### config.mk
export PLATFORM = sky130hd
export DESIGN_NAME = sram_like_arbiter_flat
export DESIGN_NICKNAME = d
export VERILOG_FILES = /design/src/rtl/sram_like_arbiter_pkg.sv /design/src/rtl/sram_like_if.sv /design/src/rtl/sram_like_arbiter_id_fifo.sv /design/src/rtl/sram_like_arbiter.sv /design/src/flat_wrapper.sv
export SDC_FILE = /design/constraint.sdc
export NUM_CORES = 1
export LEC_CHECK = 0
export ABC_AREA = 1
export ABC_CLOCK_PERIOD_IN_PS = 3810
export BUFFER_PORTS_ARGS = -buffer_cell sky130_fd_sc_hd__buf_4
export CORE_AREA = 3 3 122 124
export DETAILED_ROUTE_END_ITERATION = 16
export DIE_AREA = 0 0 125 127
export HOLD_SLACK_MARGIN = 0.02
export PLACE_DENSITY = 0.54
export SYNTH_ARGS = -nofsm -noshare
export SYNTH_HDL_FRONTEND = slang
export SYNTH_SLANG_ARGS = --single-unit
### constraint.sdc
create_clock -name clk -period 3.81 [get_ports clk]
set_clock_uncertainty 0.1 [all_clocks]
set_input_delay 1.143 -clock clk [delete_from_list [all_inputs] [get_ports clk]]
set_output_delay 1.143 -clock clk [all_outputs]
set_load 0.005 [all_outputs]
### src/rtl/sram_like_arbiter_pkg.sv
// sram_like_arbiter_pkg: requester IDs, grant FSM encoding and transfer size codes for sram_like_arbiter.
package sram_like_arbiter_pkg;
  typedef logic id_t;
  localparam id_t ID_INST = 1'b0;
  localparam id_t ID_DATA = 1'b1;
  localparam logic [1:0] ST_IDLE   = 2'd0;
  localparam logic [1:0] ST_HOLD_I = 2'd1;
  localparam logic [1:0] ST_HOLD_D = 2'd2;
  localparam logic [1:0] SIZE_BYTE = 2'd0;
  localparam logic [1:0] SIZE_HALF = 2'd1;
  localparam logic [1:0] SIZE_WORD = 2'd2;
endpackage

### src/rtl/sram_like_if.sv
// sram_like_if: one SRAM-like req/addr_ok/data_ok port; master issues requests, slave answers them.
interface sram_like_if #(parameter int ADDR_W = 32, parameter int DATA_W = 32);
  logic                req;
  logic                wr;
  logic [1:0]          size;
  logic [DATA_W/8-1:0] wstrb;
  logic [ADDR_W-1:0]   addr;
  logic [DATA_W-1:0]   wdata;
  logic                addr_ok;
  logic                data_ok;
  logic [DATA_W-1:0]   rdata;
  modport master (output req, wr, size, wstrb, addr, wdata, input addr_ok, data_ok, rdata);
  modport slave  (input req, wr, size, wstrb, addr, wdata, output addr_ok, data_ok, rdata);
endinterface

### src/rtl/sram_like_arbiter_id_fifo.sv
// arb_id_fifo: synchronous FIFO of 1-bit requester IDs recording accepted-but-unanswered bus requests.
module arb_id_fifo #(parameter int DEPTH = 2) (
  input  logic clk,
  input  logic rst,
  input  logic push,
  input  logic pop,
  input  logic din,
  output logic head,
  output logic full,
  output logic empty
);
  localparam int AW = $clog2(DEPTH);
  logic [DEPTH-1:0] mem_q, mem_d;
  logic [AW-1:0] wp_q, wp_d, rp_q, rp_d;
  logic [AW:0] cnt_q, cnt_d;
  logic do_push, do_pop;
  assign full  = cnt_q == (AW+1)'(DEPTH);
  assign empty = cnt_q == '0;
  assign head  = mem_q[rp_q];
  always_comb begin
    do_push = push & ~full;
    do_pop  = pop & ~empty;
    wp_d    = wp_q + AW'(do_push);
    rp_d    = rp_q + AW'(do_pop);
    cnt_d   = cnt_q + (AW+1)'(do_push) - (AW+1)'(do_pop);
    mem_d   = mem_q;
    if (do_push) mem_d[wp_q] = din;
  end
  always_ff @(posedge clk) begin
    mem_q <= mem_d;
    if (rst) begin
      wp_q  <= '0;
      rp_q  <= '0;
      cnt_q <= '0;
    end else begin
      wp_q  <= wp_d;
      rp_q  <= rp_d;
      cnt_q <= cnt_d;
    end
  end
endmodule

### src/rtl/sram_like_arbiter.sv
// sram_like_arbiter: shares one SRAM-like bus between fetch and load/store ports with in-order response routing.
// Define ARB_ROUND_ROBIN_EN for alternating IDLE priority; default is fixed data-over-inst.
module sram_like_arbiter
  import sram_like_arbiter_pkg::*;
#(parameter int OUTS_DEPTH = 2) (
  input logic         clk,
  input logic         reset,
  sram_like_if.slave  inst,
  sram_like_if.slave  data,
  sram_like_if.master bus
);
  logic [1:0] state_q, state_d;
  logic idle, gnt_valid, pick, accept, pop, head, full, empty;
  id_t gnt_id;
`ifdef ARB_ROUND_ROBIN_EN
  id_t last_id_q, last_id_d;
  assign pick      = (data.req & inst.req) ? ~last_id_q : data.req;
  assign last_id_d = accept ? gnt_id : last_id_q;
  always_ff @(posedge clk) last_id_q <= reset ? ID_INST : last_id_d;
`else
  assign pick = data.req ? ID_DATA : ID_INST;
`endif
  always_comb begin
    idle      = state_q == ST_IDLE;
    gnt_id    = idle ? pick : (state_q == ST_HOLD_D ? ID_DATA : ID_INST);
    gnt_valid = idle ? ~full : 1'b1;
    bus.req   = ~reset & gnt_valid & (gnt_id == ID_DATA ? data.req : inst.req);
    bus.wr    = gnt_id == ID_DATA ? data.wr    : inst.wr;
    bus.size  = gnt_id == ID_DATA ? data.size  : inst.size;
    bus.wstrb = gnt_id == ID_DATA ? data.wstrb : inst.wstrb;
    bus.addr  = gnt_id == ID_DATA ? data.addr  : inst.addr;
    bus.wdata = gnt_id == ID_DATA ? data.wdata : inst.wdata;
    accept    = bus.req & bus.addr_ok;
    // a dropped request in HOLD falls back to IDLE without pushing
    state_d   = (bus.req & ~bus.addr_ok) ? (gnt_id == ID_DATA ? ST_HOLD_D : ST_HOLD_I) : ST_IDLE;
    pop       = ~reset & bus.data_ok & ~empty;
    inst.addr_ok = accept & gnt_id == ID_INST;
    data.addr_ok = accept & gnt_id == ID_DATA;
    inst.data_ok = pop & head == ID_INST;
    data.data_ok = pop & head == ID_DATA;
    inst.rdata   = bus.rdata;
    data.rdata   = bus.rdata;
  end
  always_ff @(posedge clk) state_q <= reset ? ST_IDLE : state_d;
  arb_id_fifo #(.DEPTH(OUTS_DEPTH)) u_fifo (
    .clk  (clk),
    .rst  (reset),
    .push (accept),
    .pop  (pop),
    .din  (gnt_id),
    .head (head),
    .full (full),
    .empty(empty)
  );
endmodule

### src/flat_wrapper.sv
// flat-port wrapper written by rule: the top's interface ports become plain ports
module sram_like_arbiter_flat import sram_like_arbiter_pkg::*;
#(parameter int OUTS_DEPTH = 2)
  (clk, reset, inst_req, inst_wr, inst_size, inst_wstrb, inst_addr, inst_wdata, inst_addr_ok, inst_data_ok, inst_rdata, data_req, data_wr, data_size, data_wstrb, data_addr, data_wdata, data_addr_ok, data_data_ok, data_rdata, bus_req, bus_wr, bus_size, bus_wstrb, bus_addr, bus_wdata, bus_addr_ok, bus_data_ok, bus_rdata);
  sram_like_if inst_i ();
  sram_like_if data_i ();
  sram_like_if bus_i ();
  input logic clk;
  input logic reset;
  input wire logic [$bits(inst_i.req)-1:0] inst_req;
  input wire logic [$bits(inst_i.wr)-1:0] inst_wr;
  input wire logic [$bits(inst_i.size)-1:0] inst_size;
  input wire logic [$bits(inst_i.wstrb)-1:0] inst_wstrb;
  input wire logic [$bits(inst_i.addr)-1:0] inst_addr;
  input wire logic [$bits(inst_i.wdata)-1:0] inst_wdata;
  output wire logic [$bits(inst_i.addr_ok)-1:0] inst_addr_ok;
  output wire logic [$bits(inst_i.data_ok)-1:0] inst_data_ok;
  output wire logic [$bits(inst_i.rdata)-1:0] inst_rdata;
  input wire logic [$bits(data_i.req)-1:0] data_req;
  input wire logic [$bits(data_i.wr)-1:0] data_wr;
  input wire logic [$bits(data_i.size)-1:0] data_size;
  input wire logic [$bits(data_i.wstrb)-1:0] data_wstrb;
  input wire logic [$bits(data_i.addr)-1:0] data_addr;
  input wire logic [$bits(data_i.wdata)-1:0] data_wdata;
  output wire logic [$bits(data_i.addr_ok)-1:0] data_addr_ok;
  output wire logic [$bits(data_i.data_ok)-1:0] data_data_ok;
  output wire logic [$bits(data_i.rdata)-1:0] data_rdata;
  output wire logic [$bits(bus_i.req)-1:0] bus_req;
  output wire logic [$bits(bus_i.wr)-1:0] bus_wr;
  output wire logic [$bits(bus_i.size)-1:0] bus_size;
  output wire logic [$bits(bus_i.wstrb)-1:0] bus_wstrb;
  output wire logic [$bits(bus_i.addr)-1:0] bus_addr;
  output wire logic [$bits(bus_i.wdata)-1:0] bus_wdata;
  input wire logic [$bits(bus_i.addr_ok)-1:0] bus_addr_ok;
  input wire logic [$bits(bus_i.data_ok)-1:0] bus_data_ok;
  input wire logic [$bits(bus_i.rdata)-1:0] bus_rdata;
  assign inst_i.req = inst_req;
  assign inst_i.wr = inst_wr;
  assign inst_i.size = inst_size;
  assign inst_i.wstrb = inst_wstrb;
  assign inst_i.addr = inst_addr;
  assign inst_i.wdata = inst_wdata;
  assign inst_addr_ok = inst_i.addr_ok;
  assign inst_data_ok = inst_i.data_ok;
  assign inst_rdata = inst_i.rdata;
  assign data_i.req = data_req;
  assign data_i.wr = data_wr;
  assign data_i.size = data_size;
  assign data_i.wstrb = data_wstrb;
  assign data_i.addr = data_addr;
  assign data_i.wdata = data_wdata;
  assign data_addr_ok = data_i.addr_ok;
  assign data_data_ok = data_i.data_ok;
  assign data_rdata = data_i.rdata;
  assign bus_req = bus_i.req;
  assign bus_wr = bus_i.wr;
  assign bus_size = bus_i.size;
  assign bus_wstrb = bus_i.wstrb;
  assign bus_addr = bus_i.addr;
  assign bus_wdata = bus_i.wdata;
  assign bus_i.addr_ok = bus_addr_ok;
  assign bus_i.data_ok = bus_data_ok;
  assign bus_i.rdata = bus_rdata;
  sram_like_arbiter #(.OUTS_DEPTH(OUTS_DEPTH)) u_core (.clk(clk), .reset(reset), .inst(inst_i), .data(data_i), .bus(bus_i));
endmodule
# Yosys cells after proc, flatten, opt, wreduce, memory -nomap -nowiden
# Cells that the tools add are included.
[word_totals]
register_bits = 8
in_bits = 180
output_inout_bits = 140
[classes]
bitwise_logic = 19
eq_ne = 2
magnitude_cmp = 3
add_sub_neg = 4
reduce_logical = 4
muxes = 16
[ops]
columns = ["cell", "n"]
rows = [
  ["two-way mux 32 bit", 2],
  ["bitwise AND 1 bit", 12],
  ["two-way mux 1 bit", 9],
  ["NOT 1 bit", 7],
  ["== test 2 bit, second input constant", 2],
  ["logical NOT 2 bit", 2],
  ["less-than comparator 1 x 2 -> 1 bit, second input constant", 2],
  ["two-way mux 2 bit", 2],
  ["two-way mux 4 bit", 1],
  ["adder 1 bit", 2],
  ["adder 2 x 1 -> 2 bit", 1],
  ["bitwise mux 2 bit", 1],
  ["OR reduction 2 bit", 1],
  ["subtractor 2 x 1 -> 2 bit", 1],
  ["demux 1 bit (select 1 bit)", 1],
  [">= comparator 1 bit, second input constant", 1],
  ["logical AND 1 bit", 1],
]

# Logic depth before layout (Yosys ltp)
# Gate-level depths: netlist of run 1.
[depth]
depth_word = 9
ltp_mapped = 15

# Cells and area by module
# A second synthesis of run 1 with hierarchy kept.
[unflattened]
cells_unflattened = 360
hier_area_um2 = 1899.3
[by_module_without_submodules]
columns = ["mod", "instances", "cells_each", "area_each_um2", "seq_area_each_um2"]
rows = [
  ["sram_like_arbiter", 1, 322, 1586.5, 40.0],
  ["arb_id_fifo", 1, 38, 312.8, 140.1],
]

# Least setup slack after synthesis of run 1
# Ideal clock, no wire load.
[synth_timing]
kind = "input port to output port"
from = "input port data_req"
to = "output port bus_addr[0]"
cell_stages = 6
t_required_ns = 2.567
n_path_buf = 2
setup_slack_ns = 0.768
arrival_time_ns = 1.799
path_cell_list = "nor2_1 -> nor2_4 -> buf_2 -> buf_4 -> nand2_1 -> nand2_1"
[synth_via]
elab_chain_cells = 3
[synth_lines]
columns = ["item", "line", "text"]
rows = [
  ["from (decl)", "flat_wrapper.sv:19", "input wire logic [$bits(data_i.req)-1:0] data_req;"],
  ["two-way mux 1 bit", "sram_like_arbiter.sv:21", "assign pick = data.req ? ID_DATA : ID_INST;"],
  ["two-way mux 1 bit", "sram_like_arbiter.sv:25", "gnt_id = idle ? pick : (state_q == ST_HOLD_D ? ID_DATA : ID_INST);"],
  ["two-way mux 32 bit", "sram_like_arbiter.sv:31", "bus.addr = gnt_id == ID_DATA ? data.addr : inst.addr;"],
  ["to (decl)", "flat_wrapper.sv:32", "output wire logic [$bits(bus_i.addr)-1:0] bus_addr;"],
]
# Every way passes these cells.

# Worst setup path after layout of run 1
[layout_timing]
from = "input port data_req"
to = "output port bus_wdata[31]"
[layout_via]
elab_chain_cells = 3
[layout_lines]
columns = ["item", "line", "text"]
rows = [
  ["two-way mux 1 bit", "sram_like_arbiter.sv:21", ""],
  ["two-way mux 1 bit", "sram_like_arbiter.sv:25", ""],
  ["two-way mux 32 bit", "sram_like_arbiter.sv:32", "bus.wdata = gnt_id == ID_DATA ? data.wdata : inst.wdata;"],
  ["to (decl)", "flat_wrapper.sv:33", "output wire logic [$bits(bus_i.wdata)-1:0] bus_wdata;"],
]
# Every way passes these cells.

==> results.tsv, run 1 <==
metric	value	unit
outcome	finished clean	
Cell Pwr Density	241	nW/µm²
via count	2438	
first-pass GRT wire length	11200	µm
hold_sp	u_core.u_fifo.rp_q	
max incr delay on CP	0.27	ns
async set or reset register ratio after synthesis	0	
Commonest cells post-synth	221 x nand2_1, 70 x buf_4, 13 x inv_1, 13 x nor2_1, 8 x buf_2	
clk_lat worst skew	0.23	ns
gp weighted congestion	0.760	
Final TNS setup	0	ns
vias in the first global route	2327	
Detail Route Antenna Nets	0	
final wirelength	7230	µm
flop and latch count out of synthesis	8	
fin crit share	0.901	
CTS Buf Count	3	
Worst Hold Class	register to register	
Mapped Avg Cell Area	5.17	µm²
Root Driver	clkbuf_16	
synth top area cells	nand2_1 46%, buf_4 29%, dfxtp_1 6.6%	
Post-Synthesis Cells	351	
htree depth	1	
Worst Path Arrival	2.19	ns
vias per inst	3.57	
WS Path Type	input pin to output port	
CTS clk-pin slew, worst paths	0.04	ns
simple-gate portion of the synthesized area	0.528	
CP Cell Sequence	buf_4 > nor2_1 > nor2_4 > inv_2 > buf_12 > nand2_1 > nand2_1 > buf_4	
dpl cell area	3200	µm²
Worst Setup Start Kind	input pin	
area of the multi-input gates	1010	µm²
synth-to-layout area growth	81.0	%
post-synth top area share	0.458	
Post-CTS Resized	0	
CTS hold repair buffers	0	
setup violators final	0	
# rows	43	
Post-Syn Nets	533	
Synthesis Warnings	0	
CP top delay family	buffers and inverters	
dominant synthesized flop cell	dfxtp_1	
number of max-cap violations	0	
starting density of the core	0.131	
Seq/Total Area, Yosys	0.0994	
fmax	0.291	GHz
Post-synth EDFFs	2	
nature of the critical path endpoint	output port	
I/O Pins	320	
CP Data Required Time	2.57	ns
most frequent cell after synthesis	nand2_1	
# nets final	685	
Post-Synth Adder-Cell Area	0.0138	
core area	13900	µm²
largest vdd supply drop	0.129	mV
RSZ-0062 raised after global routing	no	
Residual DRC	0	
TritonCTS clock tree	yes	
largest net degree at the start of global routing	74	
Total GRT Usage	0.0826	
final instance area	3280	µm²
fillers	1578	
setup bufs post-CTS	0	
Yosys top cell by area	nand2_1	
Worst path slowest cell	buf_12	
Leakage	1.99	nW
GR Overflow Total	0	
xor-xnor portion of the synthesized cell area	0.00483	
Reg area	180	µm²
fraction of synthesized area in multiplexers	0	
clock sink count	8	
Worst Setup SP	data_req	
die area	15900	µm²
cell area after synthesis	1810	µm²
number of port buffers	223	
Starting DRT DRC Count	27	
CTS max path bufs	2	
DRT Pass-1 Iters	4	
worst path bufs/invs	4	
CP max FO	73	
DPL Wire Length	5950	µm
Worst Tran Pin Value	0.320	ns
ANT cells	0	
antenna violations before repair	0	
Die Y	127	µm
Die W	125	µm
compound-cell area share of the yosys netlist	0.0110	
RR Startpoint	u_core.state_q[1]	
largest family of logic cells by synthesized area	simple AND/OR/NAND/NOR gates	
final hold vios	0	
Yosys cell types	20	
drt wl/cell	10.6	µm
Final min period	3.43	ns
Max-slew headroom	0.785	
Max Slew Vio Count	0	
layout cells sized above 1	0.472	
[worst paths after layout]
check	to	slack (ns)	cells past startpoint
worst max register to register	u_core.u_fifo.cnt_q[1]	1.87	13
worst min-delay path	u_core.u_fifo.rp_q	0.38	2
worst max-delay path	bus_wdata[31]	0.38	8
worst min register to register	u_core.u_fifo.rp_q	0.38	2
[worst min-delay path, delay by kind of cell (launching register included)]
kind            cells  cell delay, ns
flops               1            0.30
buf+inv             1            0.07
compound gates      1            0.06
[sequential cells by signal (all words and copies together) (netlist names)]
name	cells
u_core.u_fifo.rp_q	1
u_core.u_fifo.cnt_q	2
u_core.state_q	2
u_core.u_fifo.mem_q	2
u_core.u_fifo.wp_q	1
[metal layers]
| metal | wire [µm] | vias to the layer above | GRT usage |
|---|---|---|---|
| li1 | - | 1276 | - |
| met1 | 2570 | 968 | 0.0953 |
| met2 | 3420 | 167 | 0.136 |
| met3 | 1000 | 27 | 0.0314 |
| met4 | 237 | 0 | 0.0376 |
| met5 | 0 | - | 0 |
[power by group]
group	total [mW]	switching, mW	internal, mW	leakage [nW]
clock	0.184	0.0441	0.140	0.0382
combinational	0.498	0.218	0.280	1.88
sequential	0.111	0.00809	0.103	0.0674
total	0.792	0.270	0.522	1.99
[area by class of cell]
class                           count  area share
Multi-Input combinational cell    250       0.308
Clock buffer                        4      0.0240
Inverter                           14      0.0160
Tap cell                          180      0.0686
Timing Repair Buffer              226       0.528
Sequential cell                     8      0.0549
[placed cells by master (no fill, tap or decap), drive strengths merged]
cell type  instances
clkbuf             4
nand3              4
a21oi              1
inv               14
xor2               1
nor2              16
or2                1
dfxtp              6
buf              226
nand2            222
edfxtp             2
ha                 2
o21ai              3
[per-stage QoR]
| stage | worst slack, ns | power [mW] | cells | utilization | hold WS, ns |
|---|---|---|---|---|---|
| floorplan | 0.768 | 0.370 | 351 | - | 0.348 |
| global placement | 0.354 | 0.620 | 678 | 0.231 | 0.374 |
| detailed placement | 0.369 | 0.620 | 678 | 0.231 | 0.376 |
| CTS | 0.365 | 0.809 | 682 | 0.236 | 0.385 |
| global route | 0.276 | 0.864 | 682 | 0.236 | 0.410 |
| finish | 0.379 | 0.792 | 682 | 0.236 | 0.379 |
[cell families after synthesis]
| kind of cell | Yosys count |
|---|---|
| AND/OR/NAND/NOR | 243 |
| buffers and inverters | 93 |
| flip-flops | 8 |
| AO/OA/AOI/OAI | 4 |
| adder cells (fa/ha/maj) | 2 |
| XOR/XNOR | 1 |
(Power assumes the default switching activity.)
==> inputs of run 2 (changes only) <==
- ABC_CLOCK_PERIOD_IN_PS: 3810 -> 4430
- clock period: 3.81 -> 4.43 ns (I/O delays scaled with it)
==> run 2 against run 1 <==
Compared with the run above:
- combinational power shrank 15%
- via count is 0.49% lower
- core utilization shrank 0.090 points
- count of clock-buffer cells in the layout did not move
- global-route usage down 0.053 points
- wire length is 0.44% higher
- worst setup slack better by 0.24 ns
- sequential cell count stayed put
- worst hold slack got worse by 0.0070 ns
- die area unchanged
- highest routed layer unchanged
- critical endpoint is now bus_addr[21]
==> results.tsv, run 2 (synthesis results as in run 1) <==
metric	value	unit
Worst Setup SP	data_req	
Leakage	1.99	nW
Worst Tran Pin Value	0.346	ns
synth-to-layout area growth	80.3	%
Post-CTS Resized	0	
Detail Route Antenna Nets	0	
layout cells sized above 1	0.472	
WP depth	8	
ANT cells	0	
nature of the critical path endpoint	output port	
TritonCTS clock tree	yes	
number of port buffers	223	
largest vdd supply drop	0.110	mV
Starting DRT DRC Count	49	
Worst Path Arrival	2.38	ns
I/O Pins	320	
core area	13900	µm²
CTS clk-pin slew, worst paths	0.04	ns
antenna violations before repair	0	
clock share of power	0.232	
CP top delay family	buffers and inverters	
starting density of the core	0.131	
# rows	43	
final hold slack	0.372	ns
R2R Path End	u_core.u_fifo.cnt_q[1]	
Root Driver	clkbuf_16	
Worst Hold Class	register to register	
Final min period	3.81	ns
final hold vios	0	
biggest regs	u_core.state_q (2), u_core.u_fifo.cnt_q (2), u_core.u_fifo.mem_q (2)	
Cell Pwr Density	207	nW/µm²
Reg power frac	0.141	
routed wl met2	3450	µm
commonest non-fill, non-tap cell in the layout	buf_4	
setup violators final	0	
CTS max path bufs	2	
Met3 Routed Length	964	µm
max incr delay on CP	0.24	ns
Sw Pwr	0.231	mW
Total GRT Usage	0.0821	
fin crit share	0.859	
# nets final	685	
CP max FO	73	
clk_lat worst skew	0.23	ns
flop-to-flop setup slack	2.54	ns
RSZ-0062 raised after global routing	no	
CTS hold repair buffers	0	
setup bufs post-CTS	0	
most frequent cells in the layout	224 x buf_4, 221 x nand2_1, 13 x nor2_1, 13 x inv_1, 6 x dfxtp_1	
htree depth	1	
Worst path slowest cell	buf_12	
Die W	125	µm
WS Path Type	input pin to output port	
drt wl/cell	10.7	µm
Top Layer Used	met4	
post-route setup slack	0.623	ns
Max Slew Vio Count	0	
CTS Buf Count	3	
Residual DRC	0	
number of max-cap violations	0	
CP endpoint	bus_addr[21]	
clock sink count	8	
M1 wire length	2650	µm
DPL Wire Length	5910	µm
worst path bufs/invs	4	
DRT Pass-1 Iters	4	
CP Cell Sequence	buf_4 > nor2_1 > nor2_4 > inv_2 > buf_12 > nand2_1 > nand2_1 > buf_4	
fmax	0.263	GHz
GR Overflow Total	0	
Comb pwr share	0.627	
sw frac	0.341	
die area	15900	µm²
vias per inst	3.56	
vias in the first global route	2342	
via count	2426	
Max-slew headroom	0.767	
RR Startpoint	u_core.state_q[1]	
Setup Slack @ Placement	0.630	ns
gp weighted congestion	0.758	
largest net degree at the start of global routing	74	
Die Y	127	µm
Pint	0.447	mW
outcome	finished clean	
r2r worst-path depth	13	
final wirelength	7270	µm
Final TNS setup	0	ns
CP Data Required Time	3.00	ns
Worst Setup Start Kind	input pin	
total power	0.678	mW
first-pass GRT wire length	11000	µm
[run 2: per-stage QoR]
step                instance area (µm²)  std cells  utilization
finish                             3270        682        0.236
global route                       3270        682        0.236
CTS                                3270        682        0.236
detailed placement                 3190        678        0.230
global placement                   3190        678        0.230
floorplan                          1810        351            -
[run 2: how the worst min path moves through the flow]
| stage | slack [ns] | cells after the start | from | to |
|---|---|---|---|---|
| final | 0.37 | 2 | u_core.u_fifo.rp_q | u_core.u_fifo.rp_q |
| after global routing | 0.40 | 2 | u_core.u_fifo.rp_q | u_core.u_fifo.rp_q |
| after CTS | 0.38 | 2 | u_core.u_fifo.rp_q | u_core.u_fifo.rp_q |
| after detailed placement | 0.37 | 2 | u_core.u_fifo.rp_q | u_core.u_fifo.rp_q |
| after global placement | 0.37 | 2 | u_core.u_fifo.rp_q | u_core.u_fifo.rp_q |
| after floorplan | 0.35 | 2 | u_core.u_fifo.rp_q | u_core.u_fifo.rp_q |
[run 2: worst min-delay path: stages, from the launching register on]
cell and delay [ns]:
dfxtp_1 0.30, inv_1 0.07, a21oi_1 0.06
[run 2: power by group through the flow]
stage	registers [mW]	logic (mW)	clock network, mW
after floorplan	0.0951	0.223	0
after global placement	0.0963	0.433	0
after detailed placement	0.0965	0.432	0
after CTS	0.0955	0.434	0.162
after global routing	0.0974	0.477	0.164
final	0.0954	0.425	0.157
[run 2: metal layers]
metal | up-vias | global-route usage
li1 | 1275 | -
met2 | 159 | 0.137
met1 | 969 | 0.0922
met3 | 23 | 0.0347
met4 | 0 | 0.0344
met5 | - | 0
[run 2: cell type report]
cell class / count / area, µm²
fillers: 1622 / 10600
repair buffers: 226 / 1720
multi-input cells: 250 / 1010
well taps: 180 / 225
flip-flops and latches: 8 / 180
clock buffers: 4 / 78.8
inverters: 14 / 52.6
==> inputs of run 3 (changes only) <==
- CORE_AREA: 3 3 122 124 -> 5 5 121 123
- DIE_AREA: 0 0 125 127 -> 0 0 126 128
- PLACE_DENSITY: 0.54 -> 0.56
==> run 3 against run 2 <==
Compared with the run above:
- die area rose by 1.6%
- sequential power is essentially flat
- cell area is the same
- largest cell class unchanged
- critical endpoint is now data_addr_ok
- combinational power is essentially flat
- critical path type unchanged
==> results.tsv, run 3 (synthesis results as in run 1) <==
metric	value	unit
WP depth	9	
Worst Hold Class	register to register	
vias per inst	3.60	
layout cells sized above 1	0.472	
number of max-cap violations	0	
WS Path Type	input pin to output port	
setup violators final	0	
I/O Pins	320	
CP Data Required Time	3.00	ns
number of port buffers	223	
final wirelength	7770	µm
most frequent cells in the layout	224 x buf_4, 221 x nand2_1, 13 x nor2_1, 13 x inv_1, 6 x dfxtp_1	
synth-to-layout area growth	80.3	%
biggest regs	u_core.state_q (2), u_core.u_fifo.cnt_q (2), u_core.u_fifo.mem_q (2)	
largest net degree at the start of global routing	74	
ANT cells	0	
Reg area	180	µm²
Residual DRC	0	
gp weighted congestion	0.760	
drt wl/cell	11.4	µm
fillers	1595	
Top Layer Used	met4	
Final min period	3.83	ns
RSZ-0062 raised after global routing	no	
die area	16100	µm²
Cell Pwr Density	208	nW/µm²
Met3 Routed Length	1020	µm
Detail Route Antenna Nets	0	
routed wl met2	3710	µm
RR Startpoint	u_core.state_q[1]	
# nets final	685	
Worst Setup Start Kind	input pin	
fmax	0.261	GHz
commonest non-fill, non-tap cell in the layout	buf_4	
CP Cell Sequence	buf_4 > nor2_1 > nor2_4 > buf_12 > nor2_2 > nor2_4 > nand2_1 > nor2_1 > buf_4	
clock sink count	8	
starting density of the core	0.134	
max incr delay on CP	0.22	ns
flop-to-flop setup slack	2.38	ns
antenna violations before repair	0	
CTS clk-pin slew, worst paths	0.04	ns
Worst path slowest cell	buf_12	
CTS hold repair buffers	0	
final instance area	3270	µm²
non-filler cells, final	682	
final hold vios	0	
fin util	0.241	
setup bufs post-CTS	0	
area of the multi-input gates	1010	µm²
Hold Path Stages	2	
Max-slew headroom	0.776	
clk_lat worst skew	0.23	ns
Die Y	128	µm
Worst Setup SP	data_req	
Worst Path Arrival	2.40	ns
largest vdd supply drop	0.128	mV
Root Driver	clkbuf_16	
via count	2452	
TritonCTS clock tree	yes	
Total GRT Usage	0.0852	
final hold slack	0.386	ns
dpl cell area	3190	µm²
DRT Pass-1 Iters	6	
placed insts	678	
R2R Path End	u_core.u_fifo.cnt_q[1]	
CP max FO	43	
CTS Buf Count	3	
CTS max path bufs	2	
Starting DRT DRC Count	56	
first-pass GRT wire length	11600	µm
core area	13600	µm²
Leakage	1.99	nW
# rows	43	
outcome	finished clean	
CP top delay family	simple AND/OR/NAND/NOR gates	
M1 wire length	2880	µm
htree depth	1	
vias in the first global route	2351	
GR Overflow Total	0	
CP endpoint	data_addr_ok	
Final TNS setup	0	ns
DPL Wire Length	6570	µm
worst path bufs/invs	3	
Post-CTS Resized	0	
r2r worst-path depth	14	
Worst Tran Pin Value	0.336	ns
fin crit share	0.864	
Max Slew Vio Count	0	
Die W	126	µm
nature of the critical path endpoint	output port	
==> run 3: area by class of cell <==
type,count,share of cell area
Clock buffer,4,0.0241
Timing Repair Buffer,226,0.527
Inverter,14,0.0161
Tap cell,180,0.0689
Multi-Input combinational cell,250,0.309
Sequential cell,8,0.0551
==> run 3: worst min path at each step <==
| stage | from | to | slack [ns] |
|---|---|---|---|
| floorplan | u_core.u_fifo.rp_q | u_core.u_fifo.rp_q | 0.35 |
| global placement | u_core.u_fifo.rp_q | u_core.u_fifo.rp_q | 0.38 |
| detailed placement | u_core.u_fifo.rp_q | u_core.u_fifo.rp_q | 0.38 |
| CTS | u_core.u_fifo.rp_q | u_core.u_fifo.rp_q | 0.39 |
| global route | u_core.u_fifo.rp_q | u_core.u_fifo.rp_q | 0.43 |
| finish | u_core.u_fifo.rp_q | u_core.u_fifo.rp_q | 0.39 |
==> run 3: per-stage QoR <==
step / worst slack (ns) / power, mW
after floorplan: 1.02 / 0.318
after global placement: 0.596 / 0.532
after detailed placement: 0.581 / 0.531
after CTS: 0.583 / 0.692
after global routing: 0.462 / 0.745
final: 0.601 / 0.679
==> run 3: per-layer routing <==
layer | track usage | vias to the layer above
li1 | - | 1275
met1 | 0.102 | 996
met2 | 0.144 | 161
met5 | 0 | -
met4 | 0.0227 | 0
met3 | 0.0321 | 20
==> run 3: power breakdown <==
part | leakage (nW) | internal (mW) | switching (mW)
Sequential | 0.0674 | 0.0883 | 0.00699
Combinational | 1.88 | 0.239 | 0.190
Clock | 0.0382 | 0.120 | 0.0358
Total | 1.99 | 0.447 | 0.233
==> run 3: worst register-to-register path: stages, from the launching register on <==
cell and delay (ns):
dfxtp_1 0.34, nor2_1 0.08, nor2_4 0.13, buf_12 0.22, nor2_2 0.07, nor2_4 0.16, nand3_4 0.11, inv_1 0.09
nand2_1 0.05, nand2_1 0.06, ha_1 0.15, xor2_1 0.18, nand3_1 0.09, nand2_1 0.07, inv_1 0.04
